**config.mk**
```make
export PLATFORM = sky130hd
export DESIGN_NAME = bus_arb_nm
export DESIGN_NICKNAME = d
export VERILOG_FILES = /design/src/rtl/bus_pkg.sv /design/src/rtl/bus_arbiter_rr.sv /design/src/rtl/bus_arb_nm.sv
export SDC_FILE = /design/constraint.sdc
export NUM_CORES = 1
export LEC_CHECK = 0
export ABC_AREA = 1
export CORE_AREA = 2 2 113 115
export DETAILED_ROUTE_END_ITERATION = 8
export DIE_AREA = 0 0 115 117
export PLACE_DENSITY = 0.69
export SLEW_MARGIN = 20
export SYNTH_ARGS = -nofsm -noshare
export SYNTH_HDL_FRONTEND = slang
export SYNTH_SLANG_ARGS = --single-unit
```
**constraint.sdc**
```tcl
create_clock -name clk -period 2.8 [get_ports clk]
set_clock_uncertainty 0.15 [all_clocks]
set_input_delay 0.42 -clock clk [delete_from_list [all_inputs] [get_ports clk]]
set_output_delay 0.42 -clock clk [all_outputs]
set_load 0.01 [all_outputs]
```
**src/rtl/bus_pkg.sv**
```systemverilog
// Shared constants and arbitration helpers for the parametrised system bus.
// Helpers are sized for the largest supported master count (8).
package bus_pkg;

    localparam int MAX_M     = 8;
    localparam int ARB_FIXED = 0;
    localparam int ARB_RR    = 1;

    localparam logic [31:0] DEF_S_BASE = {8'h40, 8'h20, 8'h10, 8'h00};
    localparam logic [31:0] DEF_S_MASK = {8'hC0, 8'hE0, 8'hF0, 8'hF0};

    function automatic logic [MAX_M-1:0] onehot(input logic [2:0] idx);
        onehot      = '0;
        onehot[idx] = 1'b1;
    endfunction

    function automatic logic [2:0] fixed_pick(input logic [MAX_M-1:0] req);
        fixed_pick = '0;
        for (int i = MAX_M - 1; i >= 0; i--) begin
            if (req[i]) fixed_pick = 3'(i);
        end
    endfunction

    // First requester after owner, wrapping at num_m; owner itself is never scanned.
    function automatic logic [2:0] rr_pick(input logic [MAX_M-1:0] req,
                                           input logic [2:0]       owner,
                                           input int               num_m);
        logic found;
        int   idx;
        rr_pick = owner;
        found   = 1'b0;
        for (int k = 1; k < MAX_M; k++) begin
            idx = int'(owner) + k;
            if (idx >= num_m) idx = idx - num_m;
            if (k < num_m && !found && req[idx]) begin
                rr_pick = 3'(idx);
                found   = 1'b1;
            end
        end
    endfunction

endpackage

```
**src/rtl/bus_arbiter_rr.sv**
```systemverilog
// Sticky bus arbiter: fixed-priority or round-robin hand-over, with an optional
// limit on how long the owner may keep the bus while another master waits.
module bus_arbiter_rr
    import bus_pkg::*;
#(
    parameter int NUM_M    = 2,
    parameter int ARB_MODE = ARB_FIXED,
    parameter int MAX_HOLD = 0
) (
    input  logic             clk,
    input  logic             reset_n,
    input  logic [NUM_M-1:0] m_req,
    output logic [NUM_M-1:0] m_grant,
    output logic [2:0]       owner
);

    localparam logic [7:0] HOLD_LAST = (MAX_HOLD > 0) ? 8'(MAX_HOLD - 1) : 8'd0;

    logic [7:0]       hold_cnt;
    logic [MAX_M-1:0] req_x;
    logic [MAX_M-1:0] others;
    logic [MAX_M-1:0] grant_x;
    logic             own_req;
    logic             any_other;
    logic             force_sw;
    logic             do_switch;
    logic [2:0]       next_owner;

    always_comb begin
        req_x      = MAX_M'(m_req);
        own_req    = req_x[owner];
        others     = req_x & ~onehot(owner);
        any_other  = |others;
        force_sw   = (MAX_HOLD != 0) && own_req && any_other && (hold_cnt == HOLD_LAST);
        // A dropped request and a due forced switch collapse into one hand-over.
        do_switch  = (!own_req && any_other) || force_sw;
        next_owner = (ARB_MODE == ARB_RR) ? rr_pick(others, owner, NUM_M) : fixed_pick(others);
        grant_x    = onehot(next_owner);
    end

    always_ff @(posedge clk or negedge reset_n) begin
        if (!reset_n) begin
            owner    <= 3'd0;
            hold_cnt <= 8'd0;
            m_grant  <= NUM_M'(1);
        end else if (do_switch) begin
            owner    <= next_owner;
            hold_cnt <= 8'd0;
            m_grant  <= NUM_M'(grant_x);
        end else if (!any_other) begin
            hold_cnt <= 8'd0;
        end else if (own_req && (MAX_HOLD != 0) && (hold_cnt != HOLD_LAST)) begin
            hold_cnt <= hold_cnt + 8'd1;
        end
    end

endmodule

```
**src/rtl/bus_arb_nm.sv**
```systemverilog
// NUM_M-master / NUM_S-slave shared bus: arbiter, owner datapath mux, window
// decode and a registered read-return select.
module bus_arb_nm
    import bus_pkg::*;
#(
    parameter int                  NUM_M    = 2,
    parameter int                  NUM_S    = 4,
    parameter int                  AW       = 8,
    parameter int                  DW       = 32,
    parameter int                  ARB_MODE = ARB_FIXED,
    parameter int                  MAX_HOLD = 0,
    parameter logic [NUM_S*AW-1:0] S_BASE   = (NUM_S*AW)'(DEF_S_BASE),
    parameter logic [NUM_S*AW-1:0] S_MASK   = (NUM_S*AW)'(DEF_S_MASK)
) (
    input  logic                clk,
    input  logic                reset_n,
    input  logic [NUM_M-1:0]    m_req,
    input  logic [NUM_M-1:0]    m_wr,
    input  logic [NUM_M*AW-1:0] m_address,
    input  logic [NUM_M*DW-1:0] m_dout,
    input  logic [NUM_S*DW-1:0] s_dout,
    output logic [NUM_M-1:0]    m_grant,
    output logic [DW-1:0]       m_din,
    output logic [NUM_S-1:0]    s_sel,
    output logic [AW-1:0]       s_address,
    output logic                s_wr,
    output logic [DW-1:0]       s_din,
    output logic                decode_err
);

    logic [2:0]       owner;
    logic [MAX_M-1:0] wr_x;
    logic             s_wr_raw;
    logic [NUM_S-1:0] hit;
    logic [NUM_S-1:0] sel_q;

    bus_arbiter_rr #(
        .NUM_M    (NUM_M),
        .ARB_MODE (ARB_MODE),
        .MAX_HOLD (MAX_HOLD)
    ) u_arb (
        .clk     (clk),
        .reset_n (reset_n),
        .m_req   (m_req),
        .m_grant (m_grant),
        .owner   (owner)
    );

    always_comb begin
        wr_x      = MAX_M'(m_wr);
        s_address = m_address[int'(owner)*AW +: AW];
        s_din     = m_dout[int'(owner)*DW +: DW];
        // Write strobe is deliberately not gated by m_req, like the legacy bus.
        s_wr_raw  = wr_x[owner];
        for (int i = 0; i < NUM_S; i++) begin
            hit[i] = (s_address & S_MASK[i*AW +: AW]) == S_BASE[i*AW +: AW];
        end
        s_sel = '0;
        for (int i = NUM_S - 1; i >= 0; i--) begin
            if (hit[i]) begin
                s_sel    = '0;
                s_sel[i] = 1'b1;
            end
        end
        decode_err = ~|hit;
        s_wr       = s_wr_raw && !decode_err;
    end

    always_ff @(posedge clk or negedge reset_n) begin
        if (!reset_n) sel_q <= '0;
        else          sel_q <= s_sel;
    end

    // Read data returns one cycle after the access, steered by the registered select.
    always_comb begin
        m_din = '0;
        for (int i = 0; i < NUM_S; i++) begin
            if (sel_q[i]) m_din = s_dout[i*DW +: DW];
        end
    end

endmodule

```
==> impl_metrics.tcl, run 1 <==
set metrics [dict create \
    p_leak_nw 2.478 \
    endpoint "s_sel[1]" \
    tightest_slew_ns 0.4258 \
    clk_pin_slew_ns 0.04 \
    fin_total_pwr_w 0.001464 \
    critPathRequiredTime_ns 2.23 \
    period_share_pct 90.95 \
    clock_latency_ns 0.23 \
    grt_overflow 0 \
    syn_area_per_cell_um2 4.606 \
    clkSinkCount 6 \
    first_iter_violations 118 \
    initial_core_util_pct 16.65 \
    fin_setup_tns_ns 0 \
    ios 294 \
    rows 41 \
    post_cts_buffers 0 \
    drv_cap 0 \
    ys_seq_elements 6 \
    ctsHtreeMaxLevel 1 \
    grtUsageTotal_pct 14.48 \
    die_y_um 117 \
    hold_viol_final 0 \
    reg2reg_depth 5 \
    ir_drop_mv 0.1695 \
    synth_area_um2 2049 \
    layout_commonest_cell "clkdlybuf4s50_1" \
    syn_inst 445 \
    dp_slack_ns 0.3086 \
    outcome "finished clean" \
    drive_gt1_share_pct 2.507 \
    grt_max_degree 65 \
    wl_um 10930 \
    startpoint "u_arb.owner[0]" \
    setup_ws_ns 0.2535 \
    final_cell_mix "clkdlybuf4s50_1, nand2_1, a21oi_1" \
    ant_nets 0 \
    critical_path_arrival_ns 1.98 \
    cts_buffer_depth 2 \
    cts_tree "built" \
    power_density_nw_per_um2 286.9 \
    cts_buffers 3 \
    area_growth_pct 149.0 \
    yosysSeqAreaShare_pct 7.387 \
    finalMaxSlewViolations 0 \
    ys_warn_count 0 \
    syn_nets 659 \
    worstSetupPathType "reg -> out" \
    drc 0 \
    relSlewSlack_pct 71.61 \
    fp.coreArea_um2 12310 \
    setup_viol 0 \
    grt_pass1_wl_um 15770 \
    r2r_slack_ns 1.37 \
    vias 3547 \
    r2r_start "u_arb.owner[0]" \
    avgViaCountPerCell 4.086 \
    gp_congestion 0.8149 \
    cts-root-buf "clkbuf_16" \
    r2r_end "sel_q[1]" \
    die_x_um 115 \
    portBuffers 293 \
    yosys.cell_types.count 15 \
    worstPathMaxFanout 21 \
    wl_per_cell_um 12.59 \
    rsz0062_at_grt "false" \
    hold_class "in -> async" \
    finish.net_count 933 \
    fmax_ghz 0.3927 \
    cp-end-kind "primary output" \
    dp_hpwl_um 9167 \
    holdWs_ns 0.2976 \
    hold_buffers 0 \
    ctsResizeCount 0 \
    startpoint_type "register" \
    layout_min_cycle_time_ns 2.546 \
    drt_pass1_iterations 4 \
    die_area_um2 13460 \
    fillers 1306 \
    grt_pass1_vias 3231 \
    antenna_found_initial 0 \
    insertedDiodeCount 0 \
]
==> power breakdown <==
group	internal [W]	switching, W
clock	0.000189	0.0000493
sequential	0.0000979	0.00000688
combinational	0.000653	0.000468
total	0.000940	0.000524
==> per-layer routing <==
metal / GRT usage (%) / vias up / part of all wire (%)
met5: 0 / - / 0
met4: 1.606 / 0 / 0.50
met3: 3.502 / 4 / 9.0
met2: 28.75 / 168 / 52
met1: 16.01 / 1470 / 39
li1: - / 1905 / -
==> kinds of logic after synthesis <==
| kind of cell | after synthesis | synth area share (%) |
|---|---|---|
| flip-flops | 6 | 7.387 |
| AND/OR/NAND/NOR | 292 | 55.43 |
| AO/OA/AOI/OAI | 68 | 16.91 |
| buffers and inverters | 79 | 20.27 |
==> worst min path at each step <==
stage / startpoint / end / cells past startpoint
detailed placement: u_arb.m_grant[0] / u_arb.m_grant[0] / 4
global placement: u_arb.m_grant[0] / u_arb.m_grant[0] / 4
CTS: reset_n / u_arb.owner[0] / 1
floorplan: reset_n / sel_q[0] / 0
global route: reset_n / u_arb.owner[0] / 1
finish: reset_n / u_arb.owner[0] / 1
==> synth_stat cells, drive strengths merged <==
cell type    n  area [µm²]
nand3       32       160.2
dfrtp        5       125.1
nand2      255       957.2
o21bai       1       7.510
a21oi       65       325.3
nor2         5       18.77
inv         46       175.2
buf         33       240.2
dfstp        1       26.28
o21ai        2       13.76
==> registers in the layout, indices dropped and copies added, names as in the netlist <==
signal and cells:
u_arb.m_grant 1, sel_q 4, u_arb.owner 1
==> critical path, stage by stage, from the launching register on <==
cell and delay [ns]:
dfrtp_1 0.39, inv_2 0.26, nand2_1 0.13, nand2_1 0.14, nand2_1 0.11, nor2_1 0.16
clkdlybuf4s50_1 0.56
==> cell type report <==
type	count	area (µm²)	area share, %
timing repair buffer	302	3025	59.28
clock buffer	4	78.83	1.544
multi-input combinational	360	1483	29.05
sequential	6	153.9	3.015
tap	150	187.7	3.677
inverter	46	175.2	3.432
==> through the flow <==
| step | cells | cell area (µm²) | util, % |
|---|---|---|---|
| floorplan | 445 | 2049 | - |
| global placement | 864 | 5025 | 40.81 |
| detailed placement | 864 | 5025 | 40.81 |
| CTS | 868 | 5104 | 41.45 |
| global route | 868 | 5104 | 41.45 |
| finish | 868 | 5104 | 41.45 |
No activity file was read; power rests on OpenSTA's default activity.
==> inputs of run 2 (changes only) <==
--- a/config.mk
+++ b/config.mk
@@ -10,6 +10,7 @@
 export DETAILED_ROUTE_END_ITERATION = 8
 export DIE_AREA = 0 0 115 117
 export PLACE_DENSITY = 0.69
+export SETUP_SLACK_MARGIN = 0.02
 export SLEW_MARGIN = 20
 export SYNTH_ARGS = -nofsm -noshare
 export SYNTH_HDL_FRONTEND = slang
==> results of run 2 <==
Same layout as run 1: the final DEF is identical, and so are final timing and power.
